### src/rtl/lsu_pkg.sv
// Shared types and encodings for the load/store controller.
// Holds FSM states, RISC-V funct3 codes, memory port access types and decode helpers.
package lsu_pkg;

    typedef enum logic [1:0] {
        IDLE,
        ACCESS,
        SPLIT,
        RESP
    } lsu_state_e;

    localparam logic [2:0] F3_B  = 3'b000;
    localparam logic [2:0] F3_H  = 3'b001;
    localparam logic [2:0] F3_W  = 3'b010;
    localparam logic [2:0] F3_BU = 3'b100;
    localparam logic [2:0] F3_HU = 3'b101;

    localparam logic [2:0] MT_B  = 3'b000;
    localparam logic [2:0] MT_H  = 3'b001;
    localparam logic [2:0] MT_W  = 3'b010;
    localparam logic [2:0] MT_BU = 3'b011;
    localparam logic [2:0] MT_HU = 3'b100;

    function automatic logic f3_legal(input logic we, input logic [2:0] f3);
        if (we) begin
            return (f3 == F3_B) || (f3 == F3_H) || (f3 == F3_W);
        end
        return (f3 == F3_B) || (f3 == F3_H) || (f3 == F3_W) ||
               (f3 == F3_BU) || (f3 == F3_HU);
    endfunction

    // Access size minus one; doubles as the alignment mask for the low address bits.
    function automatic logic [1:0] f3_size_m1(input logic [2:0] f3);
        case (f3[1:0])
            2'b00:   return 2'd0;
            2'b01:   return 2'd1;
            default: return 2'd3;
        endcase
    endfunction

    // Loads always fetch raw (unsigned) data; extension happens locally.
    function automatic logic [2:0] load_mem_type(input logic [2:0] f3);
        case (f3[1:0])
            2'b00:   return MT_BU;
            2'b01:   return MT_HU;
            default: return MT_W;
        endcase
    endfunction

    function automatic logic [2:0] store_mem_type(input logic [2:0] f3);
        case (f3[1:0])
            2'b00:   return MT_B;
            2'b01:   return MT_H;
            default: return MT_W;
        endcase
    endfunction

endpackage

### src/rtl/lsu_load_ext.sv
// Sign/zero extension of raw little-endian load data according to funct3.
module lsu_load_ext
    import lsu_pkg::*;
(
    input  logic [31:0] raw_i,
    input  logic [2:0]  funct3_i,
    output logic [31:0] ext_c_o
);

    always_comb begin
        ext_c_o = '0;
        case (funct3_i)
            F3_B:    ext_c_o = {{24{raw_i[7]}}, raw_i[7:0]};
            F3_H:    ext_c_o = {{16{raw_i[15]}}, raw_i[15:0]};
            F3_W:    ext_c_o = raw_i;
            F3_BU:   ext_c_o = {24'h0, raw_i[7:0]};
            F3_HU:   ext_c_o = {16'h0, raw_i[15:0]};
            default: ext_c_o = '0;
        endcase
    end

endmodule

### src/rtl/lsu_ctrl.sv
// Load/store initiator: aligned accesses go out in one memory cycle, misaligned
// half/word accesses are split into byte accesses and reassembled locally.
module lsu_ctrl
    import lsu_pkg::*;
#(
    parameter int unsigned ADDR_W    = 32,
    parameter int unsigned MEM_BYTES = 128
) (
    input  logic              clk,
    input  logic              rst,
    input  logic              req_valid,
    output logic              req_ready,
    input  logic              req_we,
    input  logic [2:0]        req_funct3,
    input  logic [ADDR_W-1:0] req_addr,
    input  logic [31:0]       req_wdata,
    output logic              resp_valid,
    output logic [31:0]       resp_rdata,
    output logic              resp_err,
    output logic              mem_rd_en,
    output logic              mem_wr_en,
    output logic [2:0]        mem_type,
    output logic [ADDR_W-1:0] mem_addr,
    output logic [31:0]       mem_wdata,
    input  logic [31:0]       mem_rdata
);

    localparam int unsigned AW1 = ADDR_W + 1;

    lsu_state_e        state_q, state_d;
    logic              we_q, we_d;
    logic [2:0]        f3_q, f3_d;
    logic [ADDR_W-1:0] addr_q, addr_d;
    logic [31:0]       wdata_q, wdata_d;
    logic [1:0]        cnt_q, cnt_d;
    logic [31:0]       cap_q, cap_d;

    logic              req_ready_q, req_ready_d;
    logic              resp_valid_q, resp_valid_d;
    logic [31:0]       resp_rdata_q, resp_rdata_d;
    logic              resp_err_q, resp_err_d;
    logic              rd_en_q, rd_en_d;
    logic              wr_en_q, wr_en_d;
    logic [2:0]        mem_type_q, mem_type_d;
    logic [ADDR_W-1:0] mem_addr_q, mem_addr_d;
    logic [31:0]       mem_wdata_q, mem_wdata_d;

    logic              accept;
    logic [1:0]        req_size_m1;
    logic [AW1-1:0]    req_last_addr;
    logic              req_oob;
    logic              req_aligned;
    logic [1:0]        cnt_nx;
    logic [31:0]       ext_data;

    assign accept        = req_valid && req_ready_q;
    assign req_size_m1   = f3_size_m1(req_funct3);
    // Extra top bit keeps addresses near the top of the space from wrapping into range.
    assign req_last_addr = {1'b0, req_addr} + AW1'(req_size_m1);
    assign req_oob       = req_last_addr >= AW1'(MEM_BYTES);
    assign req_aligned   = (req_addr[1:0] & req_size_m1) == 2'b00;
    assign cnt_nx        = cnt_q + 2'd1;

    // Capture buffer for load data returned by the memory this cycle.
    always_comb begin
        cap_d = cap_q;
        case (state_q)
            IDLE:    if (accept) cap_d = '0;
            ACCESS:  if (!we_q) cap_d = mem_rdata;
            SPLIT:   if (!we_q) cap_d[{cnt_q, 3'b000} +: 8] = mem_rdata[7:0];
            default: cap_d = cap_q;
        endcase
    end

    lsu_load_ext u_load_ext (
        .raw_i    (cap_d),
        .funct3_i (f3_q),
        .ext_c_o  (ext_data)
    );

    // Next state plus next value of every registered output.
    always_comb begin
        state_d      = state_q;
        we_d         = we_q;
        f3_d         = f3_q;
        addr_d       = addr_q;
        wdata_d      = wdata_q;
        cnt_d        = cnt_q;
        resp_valid_d = 1'b0;
        resp_rdata_d = '0;
        resp_err_d   = 1'b0;
        rd_en_d      = 1'b0;
        wr_en_d      = 1'b0;
        mem_type_d   = '0;
        mem_addr_d   = '0;
        mem_wdata_d  = '0;

        case (state_q)
            IDLE: begin
                if (accept) begin
                    we_d    = req_we;
                    f3_d    = req_funct3;
                    addr_d  = req_addr;
                    wdata_d = req_wdata;
                    cnt_d   = 2'd0;
                    if (!f3_legal(req_we, req_funct3) || req_oob) begin
                        state_d      = RESP;
                        resp_valid_d = 1'b1;
                        resp_err_d   = 1'b1;
                    end else if (req_aligned) begin
                        state_d     = ACCESS;
                        rd_en_d     = !req_we;
                        wr_en_d     = req_we;
                        mem_addr_d  = req_addr;
                        mem_type_d  = req_we ? store_mem_type(req_funct3)
                                             : load_mem_type(req_funct3);
                        mem_wdata_d = req_we ? req_wdata : 32'h0;
                    end else begin
                        state_d     = SPLIT;
                        rd_en_d     = !req_we;
                        wr_en_d     = req_we;
                        mem_addr_d  = req_addr;
                        mem_type_d  = req_we ? MT_B : MT_BU;
                        mem_wdata_d = req_we ? {24'h0, req_wdata[7:0]} : 32'h0;
                    end
                end
            end
            ACCESS: begin
                state_d      = RESP;
                resp_valid_d = 1'b1;
                resp_rdata_d = we_q ? 32'h0 : ext_data;
            end
            SPLIT: begin
                if (cnt_q == f3_size_m1(f3_q)) begin
                    state_d      = RESP;
                    resp_valid_d = 1'b1;
                    resp_rdata_d = we_q ? 32'h0 : ext_data;
                end else begin
                    cnt_d       = cnt_nx;
                    rd_en_d     = !we_q;
                    wr_en_d     = we_q;
                    mem_addr_d  = addr_q + ADDR_W'(cnt_nx);
                    mem_type_d  = we_q ? MT_B : MT_BU;
                    mem_wdata_d = we_q ? {24'h0, wdata_q[{cnt_nx, 3'b000} +: 8]} : 32'h0;
                end
            end
            RESP: begin
                state_d = IDLE;
            end
            default: begin
                state_d = IDLE;
            end
        endcase

        req_ready_d = (state_d == IDLE);
    end

    always_ff @(posedge clk) begin
        if (rst) begin
            state_q      <= IDLE;
            we_q         <= 1'b0;
            f3_q         <= '0;
            addr_q       <= '0;
            wdata_q      <= '0;
            cnt_q        <= '0;
            cap_q        <= '0;
            req_ready_q  <= 1'b1;
            resp_valid_q <= 1'b0;
            resp_rdata_q <= '0;
            resp_err_q   <= 1'b0;
            rd_en_q      <= 1'b0;
            wr_en_q      <= 1'b0;
            mem_type_q   <= '0;
            mem_addr_q   <= '0;
            mem_wdata_q  <= '0;
        end else begin
            state_q      <= state_d;
            we_q         <= we_d;
            f3_q         <= f3_d;
            addr_q       <= addr_d;
            wdata_q      <= wdata_d;
            cnt_q        <= cnt_d;
            cap_q        <= cap_d;
            req_ready_q  <= req_ready_d;
            resp_valid_q <= resp_valid_d;
            resp_rdata_q <= resp_rdata_d;
            resp_err_q   <= resp_err_d;
            rd_en_q      <= rd_en_d;
            wr_en_q      <= wr_en_d;
            mem_type_q   <= mem_type_d;
            mem_addr_q   <= mem_addr_d;
            mem_wdata_q  <= mem_wdata_d;
        end
    end

    assign req_ready  = req_ready_q;
    assign resp_valid = resp_valid_q;
    assign resp_rdata = resp_rdata_q;
    assign resp_err   = resp_err_q;
    assign mem_rd_en  = rd_en_q;
    assign mem_wr_en  = wr_en_q;
    assign mem_type   = mem_type_q;
    assign mem_addr   = mem_addr_q;
    assign mem_wdata  = mem_wdata_q;

endmodule

### config.mk
export PLATFORM = sky130hd
export DESIGN_NAME = lsu_ctrl
export DESIGN_NICKNAME = d
export VERILOG_FILES = /design/src/rtl/lsu_pkg.sv /design/src/rtl/lsu_load_ext.sv /design/src/rtl/lsu_ctrl.sv
export SDC_FILE = /design/constraint.sdc
export NUM_CORES = 1
export LEC_CHECK = 0
export ABC_AREA = 1
export CORE_UTILIZATION = 30
export DETAILED_ROUTE_END_ITERATION = 7
export PLACE_DENSITY = 0.52
export SKIP_LAST_GASP = 1
export SYNTH_ARGS = -nofsm -noshare
export SYNTH_HDL_FRONTEND = slang
export SYNTH_SLANG_ARGS = --single-unit
export TNS_END_PERCENT = 1
### constraint.sdc
create_clock -name clk -period 6 [get_ports clk]
set_clock_uncertainty 0.2 [all_clocks]
set_input_delay 1.2 -clock clk [delete_from_list [all_inputs] [get_ports clk]]
set_output_delay 1.2 -clock clk [all_outputs]
set_load 0.02 [all_outputs]
==> results of run 1 <==
-- final timing paths --
check,depth (start not counted),end,startpoint,slack (ps)
max,19,mem_wdata[20],req_funct3[1],1500
min,2,wdata_q[2],wdata_q[2],250
max reg2reg,16,mem_addr[28],cnt_q[0],1690
min reg2reg,2,wdata_q[2],wdata_q[2],250
-- worst max-delay path, cell delays in order --
cell and delay [ps]:
clkdlybuf4s50_1 480, nor2_1 150, inv_1 60, ha_1 220, fa_1 400, nand3_1 140
inv_1 110, nand2_2 130, nand2_1 60, a21oi_1 130, nand2_1 60, nor2_1 90
nand3_1 100, nor2_1 170, nand3_1 90, buf_4 190, inv_2 240, nand4_4 470
nor2_1 220
-- layout make-up --
type | instances | area (um^2)
Fill cell | 3477 | 19500
Multi-Input combinational cell | 1049 | 5095
Sequential cell | 208 | 4165
Timing Repair Buffer | 213 | 2112
Clock buffer | 36 | 726.9
Tap cell | 442 | 553.0
Inverter | 126 | 473.0
Clock inverter | 8 | 75.07
-- layout by cell type, fill, tap and decap left out, types with 5 or more instances in the layout --
| master | instances |
|---|---|
| a211oi_1 | 5 |
| a21oi_1 | 152 |
| a22oi_1 | 15 |
| buf_4 | 8 |
| clkbuf_1 | 5 |
| clkbuf_16 | 25 |
| clkbuf_8 | 6 |
| clkdlybuf4s50_1 | 205 |
| dfxtp_1 | 207 |
| ha_1 | 13 |
| inv_1 | 120 |
| nand2_1 | 319 |
| nand3_1 | 53 |
| nand3b_1 | 10 |
| nand4_1 | 12 |
| nor2_1 | 188 |
| nor2_2 | 30 |
| nor3_1 | 30 |
| nor4_1 | 5 |
| o21ai_0 | 147 |
| o22ai_1 | 10 |
| or2_2 | 8 |
| xnor2_1 | 10 |
| xor2_1 | 14 |
-- where the power goes --
group          internal (mW)  switching [mW]
combinational          0.478            1.06
clock                  0.881           0.596
sequential              1.58           0.159
-- per-layer routing --
layer	share of wire [%]	wire length, um	vias to the layer above	global-route usage (%)
li1	-	-	5090	-
met2	48	16460	297	33.93
met4	1.5	526	4	4.264
met1	45	15210	4663	25.10
met3	5.5	1884	41	3.260
met5	0.079	27	-	0
-- state kept, by name (all words and copies together), names as in the netlist, 2 cells and up --
signal and flops:
addr_q 32, resp_rdata 32, mem_wdata 32, mem_type 3
f3_q 3, cap_q 32, mem_addr 32, wdata_q 32
cnt_q 2, state_q 2
-- cells by family (layout without fill, tap and decap cells) --
| logic type | after synthesis | count (layout) | share of synthesized area (%) |
|---|---|---|---|
| AO/OA/AOI/OAI | 339 | 339 | 17.88 |
| buffers and inverters | 197 | 383 | 7.667 |
| flip-flops | 208 | 208 | 41.56 |
| XOR/XNOR | 24 | 24 | 2.098 |
| AND/OR/NAND/NOR | 671 | 671 | 28.77 |
| adder cells (fa/ha/maj) | 15 | 15 | 2.023 |
-- metrics by stage --
| stage | hold slack (ps) | area [um^2] |
|---|---|---|
| floorplan | 229.7 | 10020 |
| global placement | 239.7 | 12400 |
| detailed placement | 244.0 | 12400 |
| CTS | 253.2 | 13200 |
| global route | 275.2 | 13200 |
| finish | 249.3 | 13200 |
==> metrics.yaml, run 1 <==
critical_path_required_ps: 6230
grt_use_total_pct: 19.51
ys_warn_count: 0
slew_headroom_pct: 23.70
die_y_um: 184.8
ir_drop_uv: 236.7
syn_inst: 1454
rsz0062_at_grt: "false"
cts_sinks: 208
slew_viol_final: 0
grt_antenna_before_repair: 2
place.port_buffers: 206
synth-seq-cells: 208
cts_buffers: 25
viasPerCell: 4.849
hold_class: "register to register"
gp_congestion: 0.9047
ios: 207
critPathLaunchType: "input port"
critical_path_arrival_ps: 4730
async_flop_share_pct: 0
grt_pass1_wl_mm: 52.34
drive_gt1_share_pct: 6.220
fin_ws_ps: 1498
core-area_um2: 32700
cts_setup_buffers: 0
finalPower_mw: 4.744
final_util_pct: 40.37
synth_fp_nets: 1572
drtAntennaViolNets: 0
yosysTopAreaCell: "dfxtp_1"
holdBufCountCts: 0
routedWlPerCell_um: 16.38
area_delta_synth_final_pct: 31.74
synth_edf_count: 0
worstSetupPathType: "input port to register"
fmax_mhz: 222.1
first_pass_iters: 5
maxCapViolCount: 0
yosysSeqAreaShare_pct: 41.56
place_inst: 2038
yosysTopAreaCellShare_pct: 41.56
vias: 10100
fin_cells: 2082
root_buffer: "clkbuf_16"
dp_hpwl_mm: 25.04
grt_max_degree: 86
grt-ovfl-total: 0
fin_crit_sh_pct: 75.04
grt_pass1_vias: 9542
hold_violations: 0
finalCriticalPeriod_ps: 4502
ys_top_cells_by_area: "dfxtp_1, nand2_1, a21oi_1, o21ai_0, nor2_1"
synthFlopType: "dfxtp_1"
wirelength_mm: 34.11
worst_pin_slew_ps: 1145
p_leak_nw: 4.847
outcome: "complete, no violations"
synth_common_cells: "nand2_1, dfxtp_1, nor2_1, a21oi_1, o21ai_0"
die_w_um: 184.8
htree_levels: 1
drcViolationCount: 0
path_clk_slew_ps: 60
place_ws_ps: 918.3
drt_iter0_markers: 706
row_count: 66
avgSynthCellArea_um2: 6.891
syn_area_um2: 10020
cts_tree: "done"
cts-resized-gates: 0
critPathMaxFanout: 24
setup_violations: 0
synthMostInstantiatedCell: "nand2_1"
post_synth_num_cell_types: 46
insertedDiodeCount: 0
num-nets-final: 1741
clock_latency_ps: 530
start_util_pct: 30.64
end_kind: "register"
die_area_um2: 34130
setup_tns_ps: 0
power_per_cell_area_nw_per_um2: 359.4
clk_path_buf_depth: 3
Power figures use the tool's default switching activity.
==> run 2: changes to the inputs <==
--- a/config.mk
+++ b/config.mk
@@ -8,7 +8,7 @@
 export ABC_AREA = 1
 export CORE_UTILIZATION = 30
 export DETAILED_ROUTE_END_ITERATION = 7
-export PLACE_DENSITY = 0.52
+export PLACE_DENSITY = 0.53
 export SKIP_LAST_GASP = 1
 export SYNTH_ARGS = -nofsm -noshare
 export SYNTH_HDL_FRONTEND = slang
==> constraint.sdc (replaced) <==
create_clock -name clk -period 4 [get_ports clk]
set_clock_uncertainty 0.2 [all_clocks]
set_input_delay 0.8 -clock clk [delete_from_list [all_inputs] [get_ports clk]]
set_output_delay 0.8 -clock clk [all_outputs]
set_load 0.02 [all_outputs]
==> metrics.yaml, run 2 (synthesis gave the netlist of run 1 again) <==
power_per_cell_area_nw_per_um2: 541.4  # +51%
gp_congestion: 0.8715  # -3.7%
grt_pass1_wl_mm: 52.18  # -0.32%
final_common_cell: "nand2_1"
critical_path_required_ps: 4180  # -2050 ps
rsz0062_at_grt: "false"
grt-ovfl-total: 0  # unchanged
drcViolationCount: 0  # unchanged
fin_crit_sh_pct: 89.53
path_clk_slew_ps: 60  # about the same
drtAntennaViolNets: 0  # unchanged
insertedDiodeCount: 0  # unchanged
wirelength_mm: 33.98  # -0.36%
mostFrequentLayoutCells: "nand2_1, dfxtp_1, clkdlybuf4s50_1, nor2_1, a21oi_1"
routedWlPerCell_um: 16.18  # -1.2%
hold_violations: 0  # unchanged
final_util_pct: 40.97  # +0.61 points
root_buffer: "clkbuf_16"
start_util_pct: 30.64  # unchanged
htree_levels: 1  # unchanged
hold_class: "register to register"
worstSetupPathType: "register to register"
hold_path.startpoint: "wdata_q[1]"
die_area_um2: 34130  # unchanged
grt_max_degree: 136  # +58%
area_delta_synth_final_pct: 33.73
clk_path_buf_depth: 3  # unchanged
worst_pin_slew_ps: 692.1  # -452.4 ps
placed_area_um2: 12570  # +1.4%
place_inst: 2056  # +0.88%
cts_sinks: 208  # unchanged
fin_cells: 2100  # +0.86%
num-nets-final: 1758  # +0.98%
p_leak_nw: 4.966  # +2.4%
die_y_um: 184.8  # unchanged
critPathLaunch: "cnt_q[1]"
row_count: 66  # unchanged
place.port_buffers: 206  # unchanged
ir_drop_uv: 297.0  # +25%
setup_tns_ps: 0  # unchanged
critPathLaunchType: "register"
vias: 10110  # +0.12%
outcome: "complete, no violations"
clock_latency_ps: 520  # about the same
cts_buffers: 24  # -4.0%
grt_pass1_vias: 9603  # +0.64%
ios: 207  # unchanged
grt_use_total_pct: 19.52  # about the same
drt_iter0_markers: 686  # -2.8%
cts_tree: "done"
end_kind: "register"
reg2reg_from: "cnt_q[1]"
cts-resized-gates: 0  # unchanged
setup_violations: 0  # unchanged
finalCriticalPeriod_ps: 3581
slew_viol_final: 0  # unchanged
viasPerCell: 4.813  # -0.74%
fmax_mhz: 279.2
drive_gt1_share_pct: 7.298  # +1.1 points
design_area_um2: 13400  # +1.5%
cts_setup_buffers: 0  # unchanged
first_pass_iters: 6  # +1
holdBufCountCts: 0  # unchanged
core-area_um2: 32700  # unchanged
critical_path_arrival_ps: 3760  # -970 ps
slew_headroom_pct: 53.69  # +30 points
die_w_um: 184.8  # unchanged
maxCapViolCount: 0  # unchanged
grt_antenna_before_repair: 0  # -2
critPathMaxFanout: 5  # -79%
dp_hpwl_mm: 25.17  # +0.52%
-- run 2: critical path: stages (launching register included) --
cell and delay, ps:
dfxtp_1 400, inv_1 130, ha_1 320, inv_1 130
fa_1 470, nor3_2 290, nand4_1 210, nor2_1 210
nand2_1 150, nor3_2 190, nand2_1 150, or2_4 270
nor2_1 90, nand2_1 70, nand3_1 100, nor2_1 50
-- run 2: worst paths after layout --
check        cells past startpoint  slack, ps           end
max                             15        420  mem_addr[28]
min                              2        250    wdata_q[1]
max reg2reg                     15        420  mem_addr[28]
min reg2reg                      2        250    wdata_q[1]
-- run 2: cell type report --
class | count | area [um^2]
Clock buffer | 35 | 723.2
Clock inverter | 9 | 105.1
Fill cell | 3486 | 19300
Inverter | 126 | 473.0
Multi-Input combinational cell | 1049 | 5095
Sequential cell | 208 | 4165
Tap cell | 442 | 553.0
Timing Repair Buffer | 231 | 2285
-- run 2: metal layers --
layer / up-vias / track usage (%) / routed length [um]
met2: 303 / 34.32 / 16590
met5: - / 0 / 0
met4: 0 / 5.421 / 728
met3: 47 / 3.063 / 1889
met1: 4637 / 24.51 / 14780
li1: 5120 / - / -
-- run 2: power breakdown --
part	leakage [nW]	internal, mW	switching (mW)
clock	0.414	1.39	0.887
combinational	2.86	0.772	1.64
sequential	1.69	2.36	0.209
total	4.97	4.52	2.73
-- run 2: through the flow --
step / total power, mW / worst slack [ps] / hold slack, ps
2_1_floorplan: 4.161 / 289.9 / 229.7
3_3_place_gp: 5.008 / 83.33 / 241.0
3_5_place_dp: 5.021 / 53.63 / 246.2
4_1_cts: 7.322 / 405.4 / 255.1
5_1_grt: 7.701 / 145.4 / 268.9
6_report: 7.254 / 418.9 / 253.8
==> run 3: changes to the inputs <==
--- a/config.mk
+++ b/config.mk
@@ -6,9 +6,9 @@
 export NUM_CORES = 1
 export LEC_CHECK = 0
 export ABC_AREA = 1
-export CORE_UTILIZATION = 30
+export CORE_UTILIZATION = 40
 export DETAILED_ROUTE_END_ITERATION = 7
-export PLACE_DENSITY = 0.53
+export PLACE_DENSITY = 0.67
 export SKIP_LAST_GASP = 1
 export SYNTH_ARGS = -nofsm -noshare
 export SYNTH_HDL_FRONTEND = slang
==> constraint.sdc (replaced) <==
create_clock -name clk -period 4 [get_ports clk]
set_clock_uncertainty 0.2 [all_clocks]
set_input_delay 0.6 -clock clk [delete_from_list [all_inputs] [get_ports clk]]
set_output_delay 0.6 -clock clk [all_outputs]
set_load 0.02 [all_outputs]
==> metrics.yaml, run 3 (synthesis gave the netlist of run 1 again) <==
outcome: "complete, no violations"
grt_max_degree: 97  # -29%
pwr-share-seq_pct: 36.4  # +0.9 points
switching_power_mw: 2.685  # -1.8%
nFillCells: 2375  # -32%
setup_tns_ps: 0  # unchanged
p_int_mw: 4.392  # -2.8%
route.met3.wl_mm: 2.006  # +6.2%
die_area_um2: 25690  # -25%
maxCapViolCount: 0  # unchanged
die_w_um: 160.3  # -13%
p_sw_share_pct: 37.94  # +0.25 points
regArea_um2: 4165  # unchanged
end_kind: "register"
core-area_um2: 24460  # -25%
viasPerCell: 5.191  # +7.9%
hold-worst-slack_ps: 255.0  # +1.143 ps
first_pass_iters: 7  # +1
drtAntennaViolNets: 0  # unchanged
cts_buffers: 24  # unchanged
power_per_cell_area_nw_per_um2: 538.3  # -0.56%
multi_input_area_um2: 5095  # unchanged
row_count: 57  # -14%
die_y_um: 160.3  # -13%
gp_congestion: 0.9380  # +7.6%
clock_latency_ps: 520  # about the same
grt_pass1_wl_mm: 50.38  # -3.5%
place.port_buffers: 206  # unchanged
cts-resized-gates: 0  # unchanged
critPathLaunchType: "register"
drive_gt1_share_pct: 7.074  # -0.22 points
cts_sinks: 208  # unchanged
num-nets-final: 1756  # -0.11%
ir_drop_uv: 369.2  # +24%
final_util_pct: 53.74  # +13 points
critical_path.max_stage_delay_ps: 470  # about the same
clk_path_buf_depth: 3  # unchanged
drt_iter0_markers: 776  # +13%
dp_hpwl_mm: 23.49  # -6.7%
wirelength_mm: 32.21  # -5.2%
wl_met2_mm: 15.73  # -5.2%
final_common_cell: "nand2_1"
worstPathCellList: "inv_1 -> ha_1 -> inv_1 -> fa_1 -> nor3_2 -> nand4_1 -> nor2_1 -> nand2_1 -> nor3_2 -> nand2_1 -> or2_4 -> nor2_1 -> nand2_1 -> nand3_1 -> nor2_1"
fin_crit_sh_pct: 89.37  # -0.16 points
slew_headroom_pct: 33.23  # -20 points
holdBufCountCts: 0  # unchanged
hold_violations: 0  # unchanged
ios: 207  # unchanged
setup_violations: 0  # unchanged
rsz0062_at_grt: "false"
mostFrequentLayoutCells: "nand2_1, dfxtp_1, clkdlybuf4s50_1, nor2_1, a21oi_1"
critical_path_arrival_ps: 3730  # -30 ps
routedWlPerCell_um: 16.28  # +0.61%
grt_pass1_vias: 9587  # -0.17%
worstSetupPathType: "register to register"
area_delta_synth_final_pct: 31.21
critPathSlowestCell: "fa_1"
worst_pin_slew_ps: 1002  # +309.5 ps
htree_levels: 1  # unchanged
insertedDiodeCount: 0  # unchanged
slew_viol_final: 0  # unchanged
critical_path_required_ps: 4160  # -20 ps
grt_antenna_before_repair: 0  # unchanged
dr.max_layer_used: "met4"
cts_tree: "done"
path_clk_slew_ps: 60  # about the same
grt_use_total_pct: 24.56  # +5.0 points
hold_class: "register to register"
critPathMaxFanout: 5  # unchanged
p_leak_nw: 4.912  # -1.1%
pwr-share-comb_pct: 33.4  # +0.2 points
start_util_pct: 40.96  # +10 points
fmax_mhz: 279.7  # +0.18%
p_clk_share_pct: 30.2  # -1.1 points
grt-ovfl-total: 0  # unchanged
cts_setup_buffers: 0  # unchanged
reg2reg_slack_ps: 430  # about the same
drcViolationCount: 0  # unchanged
wl_met1_mm: 13.35  # -9.6%
vias: 10270  # +1.6%
finalCriticalPeriod_ps: 3575  # -6.458 ps
root_buffer: "clkbuf_16"
-- run 3: cell count changes in the layout (fill, tap and decap cells not counted), sizes merged --
| cell | change |
|---|---|
| bufinv | -1 |
| clkinvlp | +1 |
| inv | +1 |
| buf | -2 |
| clkbuf | -2 |
| clkinv | -1 |
-- run 3: path summary, 6_finish.rpt --
check | end | cells after the start | from
max | mem_addr[28] | 15 | cnt_q[1]
max reg2reg | mem_addr[28] | 15 | cnt_q[1]
min reg2reg | wdata_q[3] | 2 | wdata_q[3]
min | wdata_q[3] | 2 | wdata_q[3]
-- run 3: routing by layer --
layer	vias up	GRT usage, %
met4	0	9.004
met3	80	3.688
met1	4722	30.47
li1	5117	-
met5	-	0
met2	349	42.89
-- run 3: worst max-delay path, delay by kind of cell, from the launching register on --
kind	cells	cell delay, ps
AND/OR/NAND/NOR	11	1770
adder cells (fa/ha/maj)	2	790
flip-flops	1	410
buffers and inverters	2	260
-- run 3: stage by stage --
step,power [mW],std cells,setup slack (ps),cell area (um^2)
floorplan,4.161,1454,289.9,10020
global placement,4.941,1936,150.1,12370
detailed placement,4.959,1936,85.40,12370
CTS,7.095,1978,420.9,13150
global route,7.519,1978,107.0,13150
finish,7.077,1978,425.4,13150
-- run 3: final cells by class --
| type | count | area share [%] |
|---|---|---|
| multi-input cells | 1049 | 38.76 |
| flip-flops and latches | 208 | 31.68 |
| repair buffers | 229 | 16.98 |
| clock buffers | 33 | 5.206 |
| inverters | 126 | 3.598 |
| well taps | 324 | 3.084 |
| clock inverters | 9 | 0.6948 |
-- run 3: power by group through the flow --
stage	Clock (mW)	Sequential, mW	Combinational (mW)
after detailed placement	0	2.62	2.34
after global placement	0	2.61	2.33
after floorplan	0	2.58	1.58
final	2.14	2.58	2.36
after global routing	2.26	2.61	2.65
after CTS	2.16	2.58	2.35
